==> config.mk <==
export PLATFORM = sky130hd
export DESIGN_NAME = except_ctrl
export DESIGN_NICKNAME = d
export VERILOG_FILES = /design/src/rtl/except_ctrl_pkg.sv /design/src/rtl/except_ctrl_cp0_fwd.sv /design/src/rtl/except_ctrl.sv
export SDC_FILE = /design/constraint.sdc
export NUM_CORES = 1
export LEC_CHECK = 0
export CORE_AREA = 2 2 107 109
export CTS_BUF_LIST = sky130_fd_sc_hd__clkbuf_4 sky130_fd_sc_hd__clkbuf_8
export CTS_CLUSTER_SIZE = 40
export DETAILED_ROUTE_END_ITERATION = 6
export DIE_AREA = 0 0 109 111
export PLACE_DENSITY = 0.7
export SYNTH_ARGS = -nofsm -noshare
export SYNTH_HDL_FRONTEND = slang
export SYNTH_SLANG_ARGS = --single-unit
export TNS_END_PERCENT = 20
==> constraint.sdc <==
create_clock -name clk -period 1.9 [get_ports clk]
set_input_delay 0.19 -clock clk [delete_from_list [all_inputs] [get_ports clk]]
set_output_delay 0.19 -clock clk [all_outputs]
set_load 0.02 [all_outputs]
==> src/rtl/except_ctrl_pkg.sv <==
// Shared definitions for the exception controller: CP0 addresses, exception codes,
// trap vector and FSM state type. Optional trap support is enabled with EXC_TRAP_EN.
package except_ctrl_pkg;

  localparam logic [4:0] CP0_STATUS = 5'd12;
  localparam logic [4:0] CP0_CAUSE  = 5'd13;
  localparam logic [4:0] CP0_EPC    = 5'd14;

  localparam logic [31:0] EXC_NONE    = 32'h0000_0000;
  localparam logic [31:0] EXC_INT     = 32'h0000_0001;
  localparam logic [31:0] EXC_SYSCALL = 32'h0000_0008;
  localparam logic [31:0] EXC_INVALID = 32'h0000_000a;
  localparam logic [31:0] EXC_OV      = 32'h0000_000c;
  localparam logic [31:0] EXC_TRAP    = 32'h0000_000d;
  localparam logic [31:0] EXC_ERET    = 32'h0000_000e;

  localparam logic [31:0] EXC_VECTOR = 32'h0000_0020;

  // Only the software-writable CAUSE fields (IP[1:0], IV, WP) take an mtc0 write.
  localparam logic [31:0] CAUSE_WR_MASK = 32'h00c0_0300;

  // Bit positions inside the raw exception flag vector.
  localparam int FLAG_SYSCALL = 0;
  localparam int FLAG_INVALID = 1;
  localparam int FLAG_TRAP    = 2;
  localparam int FLAG_OV      = 3;
  localparam int FLAG_ERET    = 4;

  typedef enum logic {
    ST_IDLE  = 1'b0,
    ST_FLUSH = 1'b1
  } state_t;

endpackage

==> src/rtl/except_ctrl_cp0_fwd.sv <==
// Bypass of an in-flight WB-stage mtc0 onto the STATUS/CAUSE/EPC values seen by
// the exception controller, so decisions use the architecturally newest state.
module cp0_fwd
  import except_ctrl_pkg::*;
(
  input  logic [31:0] cp0_status_i,
  input  logic [31:0] cp0_cause_i,
  input  logic [31:0] cp0_epc_i,
  input  logic        wb_cp0_we_i,
  input  logic [4:0]  wb_cp0_waddr_i,
  input  logic [31:0] wb_cp0_data_i,
  output logic [31:0] fwd_status,
  output logic [31:0] fwd_cause,
  output logic [31:0] fwd_epc
);

  // NOTE: every output gets a default before any condition so no latch is inferred.
  always_comb begin
    fwd_status = cp0_status_i;
    fwd_cause  = cp0_cause_i;
    fwd_epc    = cp0_epc_i;
    if (wb_cp0_we_i) begin
      unique case (wb_cp0_waddr_i)
        CP0_STATUS: fwd_status = wb_cp0_data_i;
        CP0_CAUSE:  fwd_cause  = (cp0_cause_i & ~CAUSE_WR_MASK) | (wb_cp0_data_i & CAUSE_WR_MASK);
        CP0_EPC:    fwd_epc    = wb_cp0_data_i;
        default: ;
      endcase
    end
  end

endmodule

==> src/rtl/except_ctrl.sv <==
// MEM-stage exception controller: prioritises interrupt/exception sources, then
// issues a one-cycle flush with redirect PC. Trap source compiled in with EXC_TRAP_EN.
module except_ctrl
  import except_ctrl_pkg::*;
(
  input  logic        clk,
  input  logic        rst,
  input  logic        mem_valid_i,
  input  logic [4:0]  mem_exc_flags_i,
  input  logic [31:0] mem_inst_addr_i,
  input  logic        mem_in_delayslot_i,
  input  logic [31:0] cp0_status_i,
  input  logic [31:0] cp0_cause_i,
  input  logic [31:0] cp0_epc_i,
  input  logic        wb_cp0_we_i,
  input  logic [4:0]  wb_cp0_waddr_i,
  input  logic [31:0] wb_cp0_data_i,
  output logic [31:0] excepttype_o,
  output logic [31:0] cur_inst_addr_o,
  output logic        is_in_delayslot_o,
  output logic        flush_o,
  output logic [31:0] new_pc_o
);

  logic [31:0] fwd_status, fwd_cause, fwd_epc;

  cp0_fwd u_cp0_fwd (
    .cp0_status_i   (cp0_status_i),
    .cp0_cause_i    (cp0_cause_i),
    .cp0_epc_i      (cp0_epc_i),
    .wb_cp0_we_i    (wb_cp0_we_i),
    .wb_cp0_waddr_i (wb_cp0_waddr_i),
    .wb_cp0_data_i  (wb_cp0_data_i),
    .fwd_status     (fwd_status),
    .fwd_cause      (fwd_cause),
    .fwd_epc        (fwd_epc)
  );

  logic unused_fwd;
  assign unused_fwd = ^{fwd_status[31:16], fwd_status[7:2], fwd_cause[31:16], fwd_cause[7:0]};

  logic int_pending;
  logic trap_hit;

  assign int_pending = mem_valid_i && ((fwd_cause[15:8] & fwd_status[15:8]) != 8'h00)
                       && fwd_status[0] && !fwd_status[1];

`ifdef EXC_TRAP_EN
  assign trap_hit = mem_exc_flags_i[FLAG_TRAP];
`else
  logic unused_trap;
  assign unused_trap = mem_exc_flags_i[FLAG_TRAP];
  assign trap_hit    = 1'b0;
`endif

  logic [31:0] exc_code;

  always_comb begin
    exc_code = EXC_NONE;
    if (!mem_valid_i)                          exc_code = EXC_NONE;
    else if (int_pending)                      exc_code = EXC_INT;
    else if (mem_exc_flags_i[FLAG_SYSCALL])    exc_code = EXC_SYSCALL;
    else if (mem_exc_flags_i[FLAG_INVALID])    exc_code = EXC_INVALID;
    else if (trap_hit)                         exc_code = EXC_TRAP;
    else if (mem_exc_flags_i[FLAG_OV])         exc_code = EXC_OV;
    else if (mem_exc_flags_i[FLAG_ERET])       exc_code = EXC_ERET;
  end

  state_t      state, state_next;
  logic [31:0] code_next, addr_next, new_pc_next;
  logic        slot_next;

  // In FLUSH the inputs belong to an instruction being squashed, so they are ignored.
  always_comb begin
    state_next  = state;
    code_next   = EXC_NONE;
    addr_next   = 32'h0;
    slot_next   = 1'b0;
    new_pc_next = 32'h0;
    unique case (state)
      ST_IDLE: begin
        if (exc_code != EXC_NONE) begin
          state_next  = ST_FLUSH;
          code_next   = exc_code;
          addr_next   = mem_inst_addr_i;
          slot_next   = mem_in_delayslot_i;
          new_pc_next = (exc_code == EXC_ERET) ? fwd_epc : EXC_VECTOR;
        end
      end
      ST_FLUSH: state_next = ST_IDLE;
      default:  state_next = ST_IDLE;
    endcase
  end

  // NOTE: state and registered outputs use non-blocking assignments so every
  // flop samples pre-edge values regardless of statement order.
  always_ff @(posedge clk or negedge rst) begin
    if (!rst) begin
      state             <= ST_IDLE;
      excepttype_o      <= EXC_NONE;
      cur_inst_addr_o   <= 32'h0;
      is_in_delayslot_o <= 1'b0;
      new_pc_o          <= 32'h0;
    end else begin
      state             <= state_next;
      excepttype_o      <= code_next;
      cur_inst_addr_o   <= addr_next;
      is_in_delayslot_o <= slot_next;
      new_pc_o          <= new_pc_next;
    end
  end

  assign flush_o = (state == ST_FLUSH);

endmodule

After elaboration in Yosys (flattened, before gate mapping) --
Index checks and enable logic that the tools add are counted. Widths: inputs -> output; s select.
Storage, ports and cells: output and inout port bits 98, register bits 98, bits of input ports 175
Cells by class: equality and inequality tests 4, bitwise gates (word level) 3, reduce and logical (&&, ||, !) cells 6, multiplexer cells 23
Operators by type and width (number):
- $mux 32 | 11
- $mux 16 | 4
- $eq 32x4->1 const B | 1
- $reduce_bool 32->1 | 1
- $mux 4 | 4
- $or 16x10->16 | 1
- $eq 5x4->1 const B | 3
- $and 8x8->8 | 1
- $reduce_bool 8->1 | 1
- $logic_and 1x1->1 | 3
- $mux 1 | 3
- $pmux 1 s2 | 1
- $logic_not 1->1 | 1
- $not 1->1 | 1

Depth between registers and ports, before layout --
Gate-level depths: netlist of the first run.
word-level depth 14, depth in mapped cells 7, gate-level depth less buffers 6

Hierarchy --
From an unflattened synthesis of the first run, not the netlist that was laid out.
Unflattened totals: cells, all modules 338, area total of the unflattened synthesis 4015.1 µm²
Modules (own cells, without submodules):
- except_ctrl | area each 2911.5 µm², times used 1, sequential area each 1751.7 µm², cells an instance 232
- cp0_fwd | area each 1103.6 µm², times used 1, sequential area each 0.0 µm², cells an instance 106

Least setup slack after synthesis of the first run --
No wires, ideal clock.
path kind in2reg, start point in wb_cp0_waddr_i[4], end point reg cur_inst_addr_o[22], data arrival time 1861 ps, setup time 119 ps, path buffers 1, data required time 1781 ps, cell stages on the path 7, setup slack -80 ps, cell sequence or2_4 -> nor3_4 -> mux2_2 -> a221oi_2 -> a31oi_2 -> buf_2 -> and2_1
Between the ends: longest elaborated chain between the ends 13, elaborated cells on any way between the ends 17, classes of those cells 2 x eq/ne; 8 x mux; 1 x bitwise; 6 x reduce/logical
Ends and longest elaborated chain:
- from (decl) | RTL line except_ctrl.sv:16 | input logic [4:0] wb_cp0_waddr_i,
- $eq 5x4->1 | RTL line except_ctrl_cp0_fwd.sv:23 | unique case (wb_cp0_waddr_i)
- $mux 16 | RTL line except_ctrl_cp0_fwd.sv:23
- $mux 16 | RTL line except_ctrl_cp0_fwd.sv:22 | if (wb_cp0_we_i) begin
- $and 8x8->8 | RTL line except_ctrl.sv:45 | assign int_pending = mem_valid_i && ((fwd_cause[15:8] & fwd_status[15:8]) != 8'h00)
- $reduce_bool 8->1 | RTL line except_ctrl.sv:45
- $logic_and 1x1->1 | RTL line except_ctrl.sv:45
- $logic_and 1x1->1 | RTL line except_ctrl.sv:46 | && fwd_status[0] && !fwd_status[1];
- $logic_and 1x1->1 (*) | RTL line except_ctrl.sv:46
- $mux 32 (*) | RTL line except_ctrl.sv:61 | else if (int_pending) exc_code = EXC_INT;
- $mux 32 (*) | RTL line except_ctrl.sv:60 | if (!mem_valid_i) exc_code = EXC_NONE;
- $reduce_bool 32->1 (*) | RTL line except_ctrl.sv:82 | if (exc_code != EXC_NONE) begin
- $mux 32 (*) | RTL line except_ctrl.sv:82
- $mux 32 (*) | RTL line except_ctrl.sv:80 | unique case (state)
- net addr_next[22] | RTL line except_ctrl.sv:70 | logic [31:0] code_next, addr_next, new_pc_next;
- to (signal assigned) | RTL line except_ctrl.sv:107 | cur_inst_addr_o <= addr_next;
- to (decl) | RTL line except_ctrl.sv:19 | output logic [31:0] cur_inst_addr_o,
Mark *: on every way through the listed nets, which the timed path passes. The rest lies on a longest branch.

Worst setup path in the final report of the first run --
start point in wb_cp0_waddr_i[4], end point reg cur_inst_addr_o[28]
Same word-level chain as after synthesis.

==> reports/metrics.yaml, run 1 <==
outcome: "complete, but fails checks"
failed_checks: "setup timing"
numPortBuffers: 197
insertion_delay_ns: 0.34
cts_buffers: 9
worstMarginPinSlew_ns: 0.890
syn2layout_area_growth_pct: 98.8
cp_max_fo: 8
whs_ns: 0.268
synth_area_per_cell_um2: 12.1
cts_root_buffer: "clkbuf_8"
dp_hpwl_um: 7190
cp.arrival_ns: 2.19
antenna_found_initial: 0
slew_violations: 0
yosysUniqueCellTypes: 34
drt.antenna.violating_nets: 0
grt_use_total: 0.171
vias: 2737
maxCapViolCount: 0
min_period_over_period: 1.02
clockBufferDepth: 2
synth_async_sr_flop_share: 1.00
grt_setup_unrepaired: "true"
totalWireLength_um: 10300
dieWidth_um: 109
hold_depth: 3
nets: 658
clkSlewWorstSetupHoldPaths_ns: 0.08
syn_area_um2: 3070
htreeDepth: 3
grt_pass1_vias: 2868
post-route-min-period_ns: 1.94
numClockSinks: 70
drive_gt1_frac: 0.285
cts_tree: "done"
setup_violations: 33
rows: 39
yosysTopAreaCellShare: 0.571
io_pins: 273
drt_iter0_drc: 59
synthCells: 253
hp-class: "input pin to register"
finalInstanceArea_um2: 6100
wire_per_inst_um: 16.4
dr.pass1.iters: 4
max_slew_margin: 0.407
p_per_area_nw_per_um2: 661
die_h_um: 111
core-area_um2: 11100
startpoint_type: "input pin"
crit_required_ns: 2.14
ff2ff_path_depth: 8
grt_pass1_wl_um: 15200
fin_ws_ns: -0.0439
die_area_um2: 12100
drc_errors: 0
cp-end-kind: "register"
viasPerCell: 4.34
grt.overflow.total: 0
max_freq_mhz: 514
finalHoldViolCount: 0
ys_seq_area_frac: 0.571
diodes: 0
crit_type: "input pin to register"
synthTopCellsByArea: "dfrtp_1 57%, mux2i_1 11%, and2_1 6.9%, buf_4 6.9%, nor3_1 5.1%"
initial_core_util: 0.277
ys_ff_latch: 70
synth_largest_area_cell: "dfrtp_1"
skew_ns: 0.00535
synthFlopType: "dfrtp_1"
vdd_ir_drop_max_mv: 0.344
postPlaceCellArea_um2: 5260
ys.warnings.count: 0
grt_max_degree: 71
gp_congestion: 0.716
leakage_nw: 2.56
synth_edf_count: 0
-- Yosys cell counts, types with 2 or more instances --
master	number
dfrtp_1	70
and2_1	34
mux2i_1	34
nor3_1	31
buf_4	28
nor2_1	5
buf_2	4
clkbuf_1	4
mux2_2	4
a22oi_1	3
buf_6	3
inv_1	3
nand2_1	3
a21o_1	2
a21oi_1	2
a22o_1	2
clkbuf_2	2
nand4_1	2
nor4b_1	2
-- area by class of cell --
| type | count | area (um^2) |
|---|---|---|
| fillers | 980 | 4980 |
| multi-input cells | 167 | 1500 |
| clock inverters | 5 | 57.6 |
| flip-flops and latches | 70 | 1750 |
| repair buffers | 232 | 2450 |
| inverters | 3 | 11.3 |
| clock buffers | 11 | 145 |
| well taps | 143 | 179 |
-- path summary, 6_finish.rpt --
path                                        start                            end  slack, ns
worst max-delay path            wb_cp0_waddr_i[4]  cur_inst_addr_o[28]$_DFF_PN0_      -0.04
worst min-delay path             wb_cp0_data_i[9]          new_pc_o[9]$_DFF_PN0_       0.27
worst max register to register  flush_o$_DFF_PN0_  cur_inst_addr_o[28]$_DFF_PN0_       0.18
worst min register to register  flush_o$_DFF_PN0_      excepttype_o[0]$_DFF_PN0_       0.65
max in group asynchronous                     rst         new_pc_o[12]$_DFF_PN0_       0.81
min in group asynchronous                     rst  cur_inst_addr_o[12]$_DFF_PN0_       0.51
-- state kept, by name, summed over array words and instances (netlist names) --
register and cells:
cur_inst_addr_o 32, flush_o 1, excepttype_o 4, new_pc_o 32, is_in_delayslot_o 1
-- layout by cell type, fill, tap and decap left out, types with 4 or more instances in the layout --
cell type	count
nor3_2	25
nor2_1	4
buf_6	11
buf_4	15
mux2i_1	33
clkdlybuf4s50_1	188
and2_4	33
nor3_4	7
buf_16	5
dfrtp_1	70
buf_12	5
conb_1	28
clkbuf_8	10
-- layer usage --
layer	routed length, um	share of wire	global-route usage
met4	200	0.019	0.0632
met3	1040	0.10	0.0488
met1	3810	0.37	0.182
met2	5280	0.51	0.314
met5	0	0	0
-- worst max-delay path, cell delays in order --
cell and delay (ns):
buf_6 0.09, or2_4 0.25, nor3_4 0.28, mux2_4 0.35, a221oi_4 0.29, buf_4 0.16
a31oi_4 0.11, buf_6 0.19, buf_16 0.14, and2_4 0.13
-- power breakdown --
part / total [mW] / switching [mW] / leakage (nW) / internal [mW]
Clock: 1.23 / 0.571 / 0.107 / 0.660
Sequential: 1.60 / 0.0278 / 0.953 / 1.57
Combinational: 1.20 / 0.498 / 1.50 / 0.701
Total: 4.03 / 1.10 / 2.56 / 2.94
-- what timing repair did --
action                                 in CTS  in global routing
setup buffers                               8                  1
pin swaps                                  12                 22
gates cloned                                7                  1
gates resized for setup                    88                 32
endpoints found under the hold margin      61                  0
hold buffers                                1                  0
setup endpoints to repair                  70                 69
-- logic make-up after synthesis --
family / after synthesis / share of synthesized area
buf+inv: 44 / 0.0979
simple gates: 84 / 0.159
mux: 38 / 0.126
compound gates: 16 / 0.0449
flops: 70 / 0.571
other cells: 1 / 0.00122
-- per-stage QoR --
step	util	worst slack [ns]	std cells	total power, mW	TNS, ns
after detailed placement	0.475	-0.714	598	2.54	-46.59
after global placement	0.475	-0.649	598	2.52	-42.69
final	0.551	-0.0439	631	4.03	-0.636
after global routing	0.551	-0.135	631	4.22	-4.90
after floorplan	-	-0.0667	280	2.01	-3.46
after CTS	0.536	-0.0429	630	4.06	-0.642
No activity file was read; power rests on OpenSTA's default activity.
==> run 2: changes to the inputs <==
CAP_MARGIN = 10   (was not set)
SKIP_CTS_REPAIR_TIMING = 1   (was not set)
==> reports/metrics.yaml, run 2 (synthesis results as in run 1) <==
outcome: "complete, but fails checks"
failed_checks: "hold timing, setup timing"
cp-startpoint: "cp0_cause_i[8]"
min_period_over_period: 1.00  # -0.0221
max_slew_margin: 0.427  # +0.0207
crit_type: "input pin to register"
worstMarginPinSlew_ns: 0.859  # -0.0310 ns
drt.antenna.violating_nets: 0  # unchanged
numClockSinks: 70  # unchanged
cts_tree: "done"
diodes: 0  # unchanged
grt_use_total: 0.153  # -0.0186
r2r_start: "flush_o$_DFF_PN0_"
antenna_found_initial: 0  # unchanged
viasPerCell: 4.35  # +0.33%
cp-end-kind: "register"
cp.arrival_ns: 2.16  # -0.03 ns
finalHoldViolCount: 70  # +70
dp_hpwl_um: 7190  # unchanged
syn2layout_area_growth_pct: 91.8
grt_pass1_wl_um: 13800  # -9.4%
top_regs: "cur_inst_addr_o: 32 flops, new_pc_o: 32 flops, excepttype_o: 4 flops"
whs_ns: -0.0374  # -0.306 ns
slew_violations: 0  # unchanged
fin_ws_ns: -0.00189  # +0.0420 ns
totalWireLength_um: 10000  # -3.1%
dr.pass1.iters: 4  # unchanged
die_area_um2: 12100  # unchanged
core-area_um2: 11100  # unchanged
max_freq_mhz: 526  # +2.2%
startpoint_type: "input pin"
hp-class: "input pin to asynchronous set/reset pin"
rows: 39  # unchanged
mostFrequentLayoutCells: "188 x clkdlybuf4s50_1, 70 x dfrtp_1, 32 x mux2i_1"
vdd_ir_drop_max_mv: 0.348  # +0.95%
drc_errors: 0  # unchanged
final_common_cell: "clkdlybuf4s50_1"
clkSlewWorstSetupHoldPaths_ns: 0.08  # about the same
cts_buffers: 9  # unchanged
maxCapViolCount: 0  # unchanged
skew_ns: 0.00767  # +0.00232 ns
fin_total_pwr_mw: 3.86  # -4.3%
htreeDepth: 3  # unchanged
p_per_area_nw_per_um2: 656  # -0.74%
numPortBuffers: 197  # unchanged
leakage_nw: 2.51  # -2.1%
insertion_delay_ns: 0.34  # about the same
grt_max_degree: 71  # unchanged
post-route-min-period_ns: 1.90  # -0.0420 ns
setup_violations: 1  # -97%
gp_congestion: 0.716  # unchanged
die_h_um: 111  # unchanged
grt.overflow.total: 0  # unchanged
finalInstanceArea_um2: 5880  # -3.5%
drive_gt1_frac: 0.228  # -0.0573
io_pins: 273  # unchanged
dieWidth_um: 109  # unchanged
dp_cells: 598  # unchanged
postPlaceCellArea_um2: 5260  # unchanged
fin_cells: 622  # -1.4%
nets: 649  # -1.4%
initial_core_util: 0.277  # unchanged
wire_per_inst_um: 16.1  # -1.7%
drt_iter0_drc: 50  # -15%
cts_root_buffer: "clkbuf_8"
crit_required_ns: 2.16  # +0.02 ns
grt_pass1_vias: 2712  # -5.4%
place_ws_ns: -0.714  # unchanged
vias: 2707  # -1.1%
grt_setup_unrepaired: "true"
cp_max_fo: 6  # -2
clockBufferDepth: 2  # unchanged
[run 2: cell count changes in the layout (fill, tap and decap cells not counted), moves of 3 or more]
cell / change
buf_6: -6
and2_1: +11
nor3_1: +6
buf_16: -5
clkdlybuf4s15_2: -3
and2_4: -11
dlymetal6s2s_1: +5
nor3_2: -7
[run 2: worst max-delay path, cell delays in order]
cell and delay [ns]:
clkdlybuf4s50_1 0.45, a221oi_2 0.25, a21oi_1 0.06, mux2_2 0.30
a221oi_4 0.22, buf_6 0.16, a21oi_4 0.06, buf_12 0.14
buf_12 0.13, nor3_1 0.20
[run 2: final timing paths]
kind                                            endpoint  slack (ns)  cells past startpoint
min                        cur_inst_addr_o[19]$_DFF_PN0_       -0.04                      1
min in group clk                   new_pc_o[9]$_DFF_PN0_        0.25                      3
max reg2reg                cur_inst_addr_o[17]$_DFF_PN0_        0.28                      7
max in group asynchronous         new_pc_o[19]$_DFF_PN0_        1.38                      1
max                               new_pc_o[28]$_DFF_PN0_      -0.002                     10
min reg2reg                    excepttype_o[0]$_DFF_PN0_        0.65                      2
[run 2: layout make-up]
type | count | area (um^2)
tap | 143 | 179
clock buffer | 11 | 145
fill | 981 | 5190
inverter | 3 | 11.3
clock inverter | 5 | 57.6
timing repair buffer | 223 | 2320
sequential | 70 | 1750
multi-input combinational | 167 | 1420
[run 2: metrics by stage]
step | util | setup TNS, ns
3_5_place_dp | 0.475 | -46.59
2_1_floorplan | - | -3.46
3_3_place_gp | 0.475 | -42.69
6_report | 0.531 | -0.00189
5_1_grt | 0.531 | -1.43
4_1_cts | 0.493 | -20.72
[run 2: where the power goes]
group          internal [mW]  switching (mW)
clock                  0.660           0.573
combinational          0.575           0.452
sequential              1.57          0.0273
[run 2: routing by layer]
| metal | wire length, um | up-vias | global-route usage |
|---|---|---|---|
| met2 | 5050 | 156 | 0.275 |
| met4 | 169 | 0 | 0.0641 |
| met1 | 3720 | 1282 | 0.160 |
| li1 | - | 1257 | - |
| met3 | 1070 | 12 | 0.0506 |
| met5 | 0 | - | 0 |
==> run 3: changes to the inputs <==
SKIP_LAST_GASP = 1   (was not set)
==> reports/metrics.yaml, run 3 (synthesis results as in run 1) <==
wire_per_inst_um: 16.0  # -0.43%
post-route-min-period_ns: 1.95  # +0.0494 ns
cp_max_fo: 6  # unchanged
cts_root_buffer: "clkbuf_8"
dr.pass1.iters: 4  # unchanged
multi_input_area_um2: 1320  # -7.3%
grt_pass1_vias: 2712  # unchanged
io_pins: 273  # unchanged
final_common_cell: "clkdlybuf4s50_1"
p_per_area_nw_per_um2: 658  # +0.33%
vdd_ir_drop_max_mv: 0.348  # about the same
clockBufferDepth: 2  # unchanged
initial_core_util: 0.277  # unchanged
rows: 39  # unchanged
whs_ns: -0.0409  # -0.00348 ns
fin_ws_ns: -0.0513  # -0.0494 ns
fin_cells: 622  # unchanged
cts_tree: "done"
dp_hpwl_um: 7190  # unchanged
crit_type: "input pin to register"
fin_total_pwr_mw: 3.81  # -1.2%
numPortBuffers: 197  # unchanged
finalHoldViolCount: 64  # -8.6%
seq_area_um2: 1750  # unchanged
worstMarginPinSlew_ns: 0.876  # +0.0167 ns
top_regs: "cur_inst_addr_o: 32 flops, new_pc_o: 32 flops, excepttype_o: 4 flops"
max_slew_margin: 0.416  # -0.0111
htreeDepth: 3  # unchanged
mostFrequentLayoutCells: "189 x clkdlybuf4s50_1, 70 x dfrtp_1, 34 x and2_1"
numClockSinks: 70  # unchanged
grt_use_met2: 0.275  # unchanged
use_met1: 0.160  # unchanged
diodes: 0  # unchanged
drt_iter0_drc: 57  # +14%
vias: 2693  # -0.52%
nets: 649  # unchanged
fin_setup_tns_ns: -0.826  # -0.824 ns
core-area_um2: 11100  # unchanged
outcome: "complete, but fails checks"
gp_congestion: 0.716  # unchanged
grt_use_met3: 0.0506  # unchanged
dieWidth_um: 109  # unchanged
clkSlewWorstSetupHoldPaths_ns: 0.08  # about the same
cp.arrival_ns: 2.21  # +0.05 ns
finalInstanceArea_um2: 5790  # -1.6%
antenna_found_initial: 0  # unchanged
grt_setup_unrepaired: "true"
syn2layout_area_growth_pct: 88.8
setup_violations: 48  # +47
grt.overflow.total: 0  # unchanged
cts_buffers: 9  # unchanged
grt_pass1_wl_um: 13800  # unchanged
hp-class: "input pin to asynchronous set/reset pin"
grt_busiest_layer: "met2"
drive_gt1_frac: 0.165  # -0.0626
totalWireLength_um: 9970  # -0.43%
crit_required_ns: 2.16  # about the same
maxCapViolCount: 0  # unchanged
startpoint_type: "input pin"
drt.antenna.violating_nets: 0  # unchanged
drc_errors: 0  # unchanged
slew_violations: 0  # unchanged
cp-end-kind: "register"
grt_use_total: 0.153  # unchanged
dp_cells: 598  # unchanged
die_area_um2: 12100  # unchanged
failed_checks: "hold timing, setup timing"
viasPerCell: 4.33  # -0.52%
postPlaceCellArea_um2: 5260  # unchanged
fill_cells: 994  # +1.3%
skew_ns: 0.00720  # -0.000466 ns
insertion_delay_ns: 0.34  # about the same
grt_max_degree: 71  # unchanged
max_freq_mhz: 512  # -2.5%
die_h_um: 111  # unchanged
min_period_over_period: 1.03  # +0.0260
leakage_nw: 2.47  # -1.6%
[run 3: cell count changes in the layout (fill, tap and decap cells not counted), sizes merged]
cell and change:
clkbuf -2, dlymetal6s2s +1, clkdlybuf4s50 +1
[run 3: layout make-up]
class	count	area share
clock buffer	11	0.0251
clock inverter	5	0.00994
inverter	3	0.00194
multi-input combinational	167	0.228
sequential	70	0.302
tap	143	0.0309
timing repair buffer	223	0.402
[run 3: metal layers]
layer  share of wire  vias to the layer above
li1                -                     1257
met5               0                        -
met2            0.50                      157
met1            0.37                     1265
met3            0.11                       14
met4           0.018                        0
[run 3: final timing paths]
check / slack [ns] / from / cells after the start / endpoint
worst max-delay path: -0.05 / wb_cp0_waddr_i[4] / 10 / new_pc_o[28]$_DFF_PN0_
worst min-delay path: -0.04 / rst / 1 / cur_inst_addr_o[12]$_DFF_PN0_
worst max register to register: 0.28 / flush_o$_DFF_PN0_ / 7 / cur_inst_addr_o[17]$_DFF_PN0_
worst min register to register: 0.65 / flush_o$_DFF_PN0_ / 2 / excepttype_o[0]$_DFF_PN0_
max in group asynchronous: 1.37 / rst / 1 / new_pc_o[19]$_DFF_PN0_
min in group clk: 0.35 / wb_cp0_data_i[8] / 4 / new_pc_o[8]$_DFF_PN0_
[run 3: worst max-delay path: stages]
cell	delay [ns]
dlymetal6s2s_1	0.13
or2_4	0.26
nor3_4	0.28
mux2_4	0.35
a221oi_4	0.31
buf_6	0.16
a21oi_4	0.06
buf_12	0.14
buf_12	0.13
nor3_1	0.20
[run 3: power by group]
group          internal, mW  switching (mW)
sequential             1.57          0.0273
clock                 0.660           0.573
combinational         0.540           0.440
total                  2.77            1.04
[run 3: per-stage QoR]
stage | hold slack (ns) | worst slack (ns) | utilization
after global placement | 0.351 | -0.649 | 0.475
after floorplan | -0.106 | -0.0667 | -
after CTS | -0.0169 | -0.344 | 0.493
after global routing | 0.0168 | -0.123 | 0.523
final | -0.0409 | -0.0513 | 0.523
after detailed placement | 0.367 | -0.714 | 0.475
